`src/rtl/aes_round_tail_if.sv`:
```
// rtl/aes_round_tail_if.sv - input/output valid/ready bundle for the AES round tail stage
// Byte k of each 128-bit word occupies bits [8k:8k+7]; row k%4, column k/4.
interface aes_round_tail_if;
  logic         in_valid;
  logic         in_ready;
  logic [0:127] in_state;
  logic [0:127] in_round_key;
  logic         in_final;
  logic         out_valid;
  logic         out_ready;
  logic [0:127] out_state;

  modport master (
    output in_valid, in_state, in_round_key, in_final, out_ready,
    input  in_ready, out_valid, out_state
  );

  modport slave (
    input  in_valid, in_state, in_round_key, in_final, out_ready,
    output in_ready, out_valid, out_state
  );
endinterface

```
`src/rtl/aes_round_tail.sv`:
```
// rtl/aes_round_tail.sv - ShiftRows, MixColumns (skipped on final round) and AddRoundKey
// behind a valid/ready output register, one or two register stages deep.
module aes_round_tail #(
  parameter int PIPE_STAGES = 1
) (
  input  logic             clk,
  input  logic             rst,
  aes_round_tail_if.slave  bus
);

  function automatic logic [7:0] xtime(input logic [7:0] b);
    return {b[6:0], 1'b0} ^ (b[7] ? 8'h1b : 8'h00);
  endfunction

  function automatic logic [0:127] shift_rows(input logic [0:127] s);
    logic [0:127] r;
    r = '0;
    for (int c = 0; c < 4; c++) begin
      for (int rw = 0; rw < 4; rw++) begin
        r[8*(4*c+rw) +: 8] = s[8*(4*((c+rw)%4)+rw) +: 8];
      end
    end
    return r;
  endfunction

  function automatic logic [0:127] mix_columns(input logic [0:127] s);
    logic [0:127] r;
    logic [7:0]   a0, a1, a2, a3;
    r = '0;
    for (int c = 0; c < 4; c++) begin
      a0 = s[32*c      +: 8];
      a1 = s[32*c + 8  +: 8];
      a2 = s[32*c + 16 +: 8];
      a3 = s[32*c + 24 +: 8];
      // 03*x is written as xtime(x)^x
      r[32*c      +: 8] = xtime(a0) ^ xtime(a1) ^ a1 ^ a2 ^ a3;
      r[32*c + 8  +: 8] = a0 ^ xtime(a1) ^ xtime(a2) ^ a2 ^ a3;
      r[32*c + 16 +: 8] = a0 ^ a1 ^ xtime(a2) ^ xtime(a3) ^ a3;
      r[32*c + 24 +: 8] = xtime(a0) ^ a0 ^ a1 ^ a2 ^ xtime(a3);
    end
    return r;
  endfunction

  logic [0:127] shifted;
  logic [0:127] mixed;

  // in_final is consumed here, so each word carries its own bypass decision forward
  assign shifted = shift_rows(bus.in_state);
  assign mixed   = bus.in_final ? shifted : mix_columns(shifted);

  if (PIPE_STAGES == 1) begin : g_one
    logic         out_valid_q;
    logic [0:127] out_state_q;
    logic         accept;

    assign accept = !out_valid_q || bus.out_ready;

    always_ff @(posedge clk) begin
      if (rst) begin
        out_valid_q <= 1'b0;
        out_state_q <= '0;
      end else if (accept) begin
        out_valid_q <= bus.in_valid;
        if (bus.in_valid) out_state_q <= mixed ^ bus.in_round_key;
      end
    end

    assign bus.in_ready  = accept;
    assign bus.out_valid = out_valid_q;
    assign bus.out_state = out_state_q;
  end else begin : g_two
    logic         a_valid;
    logic [0:127] a_state;
    logic [0:127] a_key;
    logic         out_valid_q;
    logic [0:127] out_state_q;
    logic         b_adv;
    logic         a_adv;

    assign b_adv = !out_valid_q || bus.out_ready;
    assign a_adv = !a_valid || b_adv;

    always_ff @(posedge clk) begin
      if (rst) begin
        a_valid     <= 1'b0;
        a_state     <= '0;
        a_key       <= '0;
        out_valid_q <= 1'b0;
        out_state_q <= '0;
      end else begin
        if (b_adv) begin
          out_valid_q <= a_valid;
          if (a_valid) out_state_q <= a_state ^ a_key;
        end
        if (a_adv) begin
          a_valid <= bus.in_valid;
          if (bus.in_valid) begin
            a_state <= mixed;
            a_key   <= bus.in_round_key;
          end
        end
      end
    end

    assign bus.in_ready  = a_adv;
    assign bus.out_valid = out_valid_q;
    assign bus.out_state = out_state_q;
  end

endmodule

```
`src/flat_wrapper.sv`:
```
// flat-port wrapper written by rule: the top's interface ports become plain ports
module aes_round_tail_flat 
#(
  parameter int PIPE_STAGES = 1
)
  (clk, rst, bus_in_valid, bus_in_state, bus_in_round_key, bus_in_final, bus_out_ready, bus_in_ready, bus_out_valid, bus_out_state);
  aes_round_tail_if bus_i ();
  input  logic clk;
  input  logic rst;
  input wire logic [$bits(bus_i.in_valid)-1:0] bus_in_valid;
  input wire logic [$bits(bus_i.in_state)-1:0] bus_in_state;
  input wire logic [$bits(bus_i.in_round_key)-1:0] bus_in_round_key;
  input wire logic [$bits(bus_i.in_final)-1:0] bus_in_final;
  input wire logic [$bits(bus_i.out_ready)-1:0] bus_out_ready;
  output wire logic [$bits(bus_i.in_ready)-1:0] bus_in_ready;
  output wire logic [$bits(bus_i.out_valid)-1:0] bus_out_valid;
  output wire logic [$bits(bus_i.out_state)-1:0] bus_out_state;
  assign bus_i.in_valid = bus_in_valid;
  assign bus_i.in_state = bus_in_state;
  assign bus_i.in_round_key = bus_in_round_key;
  assign bus_i.in_final = bus_in_final;
  assign bus_i.out_ready = bus_out_ready;
  assign bus_in_ready = bus_i.in_ready;
  assign bus_out_valid = bus_i.out_valid;
  assign bus_out_state = bus_i.out_state;
  aes_round_tail #(.PIPE_STAGES(PIPE_STAGES)) u_core (.clk(clk), .rst(rst), .bus(bus_i));
endmodule
```
`config.mk`:
```
export PLATFORM = sky130hd
export DESIGN_NAME = aes_round_tail_flat
export DESIGN_NICKNAME = d
export VERILOG_FILES = /design/src/rtl/aes_round_tail_if.sv /design/src/rtl/aes_round_tail.sv /design/src/flat_wrapper.sv
export SDC_FILE = /design/constraint.sdc
export NUM_CORES = 1
export LEC_CHECK = 0
export BUFFER_PORTS_ARGS = -buffer_cell sky130_fd_sc_hd__buf_2
export CAP_MARGIN = 20
export CORE_MARGIN = 4
export CORE_UTILIZATION = 50
export CTS_BUF_LIST = sky130_fd_sc_hd__clkbuf_8
export DETAILED_ROUTE_END_ITERATION = 10
export PLACE_DENSITY = 0.77
export SETUP_SLACK_MARGIN = 0.3
export SYNTH_ARGS = -nofsm -noshare
export SYNTH_HDL_FRONTEND = slang
export SYNTH_SLANG_ARGS = --single-unit
export TNS_END_PERCENT = 30
```
`constraint.sdc`:
```
create_clock -name clk -period 2.5 [get_ports clk]
set_clock_uncertainty 0.15 [all_clocks]
set_input_delay 0.5 -clock clk [delete_from_list [all_inputs] [get_ports clk]]
set_output_delay 0.5 -clock clk [all_outputs]
set_load 0.02 [all_outputs]
```
# Yosys cells after proc, flatten, opt, wreduce, memory -nomap -nowiden
# Cells that the tools add are included.
classes:
  n_mux: 17
  n_bitwise: 81
  reduce_logical: 3
op_table:
  columns: ["op", "n"]
  rows:
  - ["8-bit bitwise XOR", 80]
  - ["128-bit two-way mux", 1]
  - ["128-bit bitwise XOR", 1]
  - ["5-bit two-way mux", 16]
  - ["2-bit AND reduction", 1]
  - ["1-bit zero test", 1]
  - ["1-bit logical OR", 1]
word_totals:
  register_bits: 129
  in_bits: 261
  output_inout_bits: 130
  word_cells: 103

# Depth between registers and ports, before layout
logic_depth:
  depth_word: 8
  mapped_depth: 8
  mapped_depth_nobuf: 5

# Worst setup path after synthesis
# No wires, ideal clock.
synth_path:
  path_type: "input to register"
  start: "input port bus_out_ready"
  end: "register u_core.g_one.out_state_q, in the netlist u_core.bus.out_state[21]"
  setup_time_ns: 0.120
  arrival_ns: 1.787
  t_required_ns: 2.230
  slack_ns: 0.444
  cell_stages: 6
  n_path_buf: 2
  cell_sequence: "nand2b_1 -> nand2_1 -> clkbuf_1 -> clkbuf_1 -> nor3_1 -> a211o_1"
synth_via:
  elab_chain_len: 2
synth_lines:
  columns: ["item", "line_no", "text"]
  rows:
  - ["start: declaration", "flat_wrapper.sv:14", "input wire logic [$bits(bus_i.out_ready)-1:0] bus_out_ready;"]
  - ["1-bit logical OR", "aes_round_tail.sv:56", "assign accept = !out_valid_q || bus.out_ready;"]
  - ["2-bit AND reduction (no line)", null, null]
  - ["end signal: assignment", "aes_round_tail.sv:64", "if (bus.in_valid) out_state_q <= mixed ^ bus.in_round_key;"]
  - ["end: declaration", "aes_round_tail.sv:53", "logic [0:127] out_state_q;"]
# Every way passes these cells.
# A chain may end at the register's enable or synchronous reset.

# Worst setup path in the final report
layout_path:
  start: "input port bus_in_state[104]"
  end: "register u_core.g_one.out_state_q, in the netlist u_core.bus.out_state[95]"
layout_via:
  elab_chain_len: 4
layout_lines:
  columns: ["item", "line_no", "text"]
  rows:
  - ["start: declaration", "flat_wrapper.sv:11", "input wire logic [$bits(bus_i.in_state)-1:0] bus_in_state;"]
  - ["8-bit bitwise XOR (2 in a row)", "aes_round_tail.sv:39", "r[32*c + 24 +: 8] = xtime(a0) ^ a0 ^ a1 ^ a2 ^ xtime(a3);"]
  - ["128-bit two-way mux", "aes_round_tail.sv:49", "assign mixed = bus.in_final ? shifted : mix_columns(shifted);"]
  - ["128-bit bitwise XOR", "aes_round_tail.sv:64", null]
# Every way passes these cells.

==> metrics.txt <==
cts hold-fix bufs=0; Post-synth EDFFs=0; hold_ws=approximately 150 ps; Sw Share=a little under two fifths; cts bufs inserted=17; drt wl/cell=20.1 µm; Worst Setup End Kind=flop; Startpoint Class=input port; P_leak=about 0.0075 µW; Slowest cell on crit path=xnor2_1; Post-synth top flop=dfxtp_1; Stages on worst setup path=6; Rows=57; Fillers=about 2000; Gate power share=between 40% and 50%; Syn Area/Cell=between 9 and 10 µm²; Seq cells post-synth=129; part of the power in registers=29.6%; Die ar.=around 27000 µm²; Final Setup Violations=0; Max Slew Vio Count=0; CP bufs+invs=1; Worst EP required=~2700 ps; gr usage total=between 20% and 30%; Min-Delay Path Class=input port to flop; largest net degree at the start of global routing=89; Synth area leader=dfxtp_1; PD cells=approximately 540 nW/µm²; Chip Height=roughly 160 µm; worst reg2reg startpoint=u_core.bus.out_valid; Resize count post-CTS=0; top cells by area, synth=dfxtp_1, xnor2_1, xnor3_1; worst skew pair latency=between 400 and 500 ps; Post-Syn Area=12300 µm²; f_max=0.527 GHz; gpl congestion=approximately 0.9; DRC violations left=0; clock slew at reported path FFs=90 ps; Initial Utilization=50.7%; share of cells above drive strength 1=28.9%; status=complete, no violations; vias in the first global route=roughly 11000; Critical Path End=u_core.bus.out_state[95]; most frequent cell after synthesis=xnor2_1; post-detailed-route count of antenna-violating nets=0; I/O pin cnt=between 300 and 400; Crit path max-delay family=XOR/XNOR gates; relative slew slack=between 60% and 70%; Max Cap Violations=0; core area=~24000 µm²; Die Wd=165 µm; initial antenna violation count=7; fraction of registers with async set/reset=0%; NetSw=roughly 3000 µW; post-synth top area share=21.0%; Synth Instances=about 1400; hpwl dp=31.1 mm; final hold vios=0; CTS max path bufs=2; P_int=between 5000 and 6000 µW; crit path max fanout=4; Nets=roughly 2000; grt ovf=0; drt first-iter violations=around 940; Cell Chain, Critical Path=buf_2, xnor2_1, xor3_1, mux2i_1, nor4_1, a211o_1; Critical Path Source=bus_in_state[104]; post-synthesis sequential area ratio=a little over a fifth; CP arrival=2090 ps; R2R setup slack=between 600 and 700 ps; DRT Wirelength=40.7 mm; CTS tree=yes; Vias=between 10000 and 15000; Worst R2R Path Depth=6; maximum vdd drop=around 0.38 mV; Tightest Pin Transition=around 500 ps; min Tclk post-route=approximately 1900 ps; Synth warnings=0; Crit Reg-Reg Endpoint=u_core.bus.out_state[51]; max incr delay on CP=roughly 430 ps; setup TNS=0 ps; Layout area overhead=22.7%; # clock sinks=about 130; drt first pass iters=6; clock share of power=about 26%; count of input and output buffers=between 300 and 400; Avg Vias per Cell=about 5.7; synth unique cells=35; Root Buffer Master=clkbuf_8; RSZ-0062 raised after global routing=false; total nets after synthesis=~1600; postcts setup bufs=0; H-tree depth=4; crit share post-route=approximately 76%; most frequent cells after synthesis=xnor2_1, nand2_1, dfxtp_1; global-route wire length before repair=just over 60 mm; type of the worst setup path=input port to flop
==> metrics by stage <==
step                setup WS, ps  utilization (%)  instances  area, µm²  power, µW
CTS                          600             62.1       2022      15100       8130
floorplan                    444                -       1362      12300       4950
global placement             150             60.3       1990      14600       5960
detailed placement           107             60.3       1990      14600       6050
global route                 510             62.2       2026      15100       8520
finish                       602             62.2       2027      15100       8100
==> registers in the layout, summed over array words and instances (netlist names) <==
signal,flops
u_core.bus.out_valid,1
u_core.bus.out_state,128
==> power groups by stage <==
stage | registers [µW] | logic, µW | clock network, µW
after detailed placement | 2440 | 3610 | 0
final | 2390 | 3630 | 2070
after global placement | 2430 | 3530 | 0
after floorplan | 2700 | 2250 | 0
after global routing | 2420 | 3910 | 2190
after CTS | 2390 | 3630 | 2110
==> cell families after synthesis <==
family                    after synthesis  synth area share [%]
and+or+nand+nor                       452                  19.5
DFF                                   129                  21.0
AOI/OAI and AO/OA                     182                  9.71
muxes                                  29                  2.36
xor gates and xnor gates              436                  43.1
buffers and inverters                 134                  4.35
==> worst min-delay path, cell delays in order <==
cell     delay, ps
buf_2           80
nand4_1         70
nand3_1         80
==> area by class of cell <==
| class | count | area [µm²] | area share [%] |
|---|---|---|---|
| Multi-Input combinational cell | 1099 | 9180 | 60.9 |
| Sequential cell | 129 | 2580 | 17.1 |
| Timing Repair Buffer | 435 | 2450 | 16.2 |
| Tap cell | 324 | 405 | 2.69 |
| Clock buffer | 20 | 275 | 1.83 |
| Clock inverter | 12 | 158 | 1.05 |
| Inverter | 3 | 12.5 | 0.0830 |
| Antenna cell | 5 | 12.5 | 0.0830 |
==> worst min path at each step <==
stage	from	to	slack (ps)	cells after the start
after CTS	bus_in_round_key[72]	u_core.bus.out_state[55]	120	3
after detailed placement	u_core.bus.out_state[9]	u_core.bus.out_state[9]	290	2
after global routing	bus_in_round_key[58]	u_core.bus.out_state[69]	150	3
after floorplan	u_core.bus.out_state[59]	u_core.bus.out_state[59]	380	2
final	bus_in_round_key[72]	u_core.bus.out_state[55]	150	3
after global placement	u_core.bus.out_state[84]	u_core.bus.out_state[84]	290	2
==> per-layer routing <==
metal  vias up  share of wire [%]  track usage, %
li1       5437                  -               -
met5         -              0.091               0
met2       535                 47            48.4
met3        83                8.3            5.99
met4         6                3.0            10.9
met1      5473                 41            36.9
==> layout by cell type, fill, tap and decap left out, types with 2 or more instances in the layout <==
cell type and n:
a211o_1 54, a21oi_1 10, a31oi_1 29, and3_1 62
buf_12 12, buf_2 388, buf_4 34, bufinv_16 3
clkbuf_8 20, clkinv_2 3, clkinv_4 4, clkinvlp_4 3
dfxtp_1 129, diode_2 5, mux2i_1 29, nand2_1 163
nand2b_1 2, nand3_1 72, nand4_1 17, nor2_1 2
nor3_1 60, nor4_1 3, nor4b_1 51, o211ai_1 9
o21ai_0 58, o21ai_1 16, o311ai_0 4, or4_1 17
xnor2_1 252, xnor2_2 13, xnor3_1 84, xor2_1 71
xor2_2 3, xor3_1 12
Power figures use the tool's default switching activity.
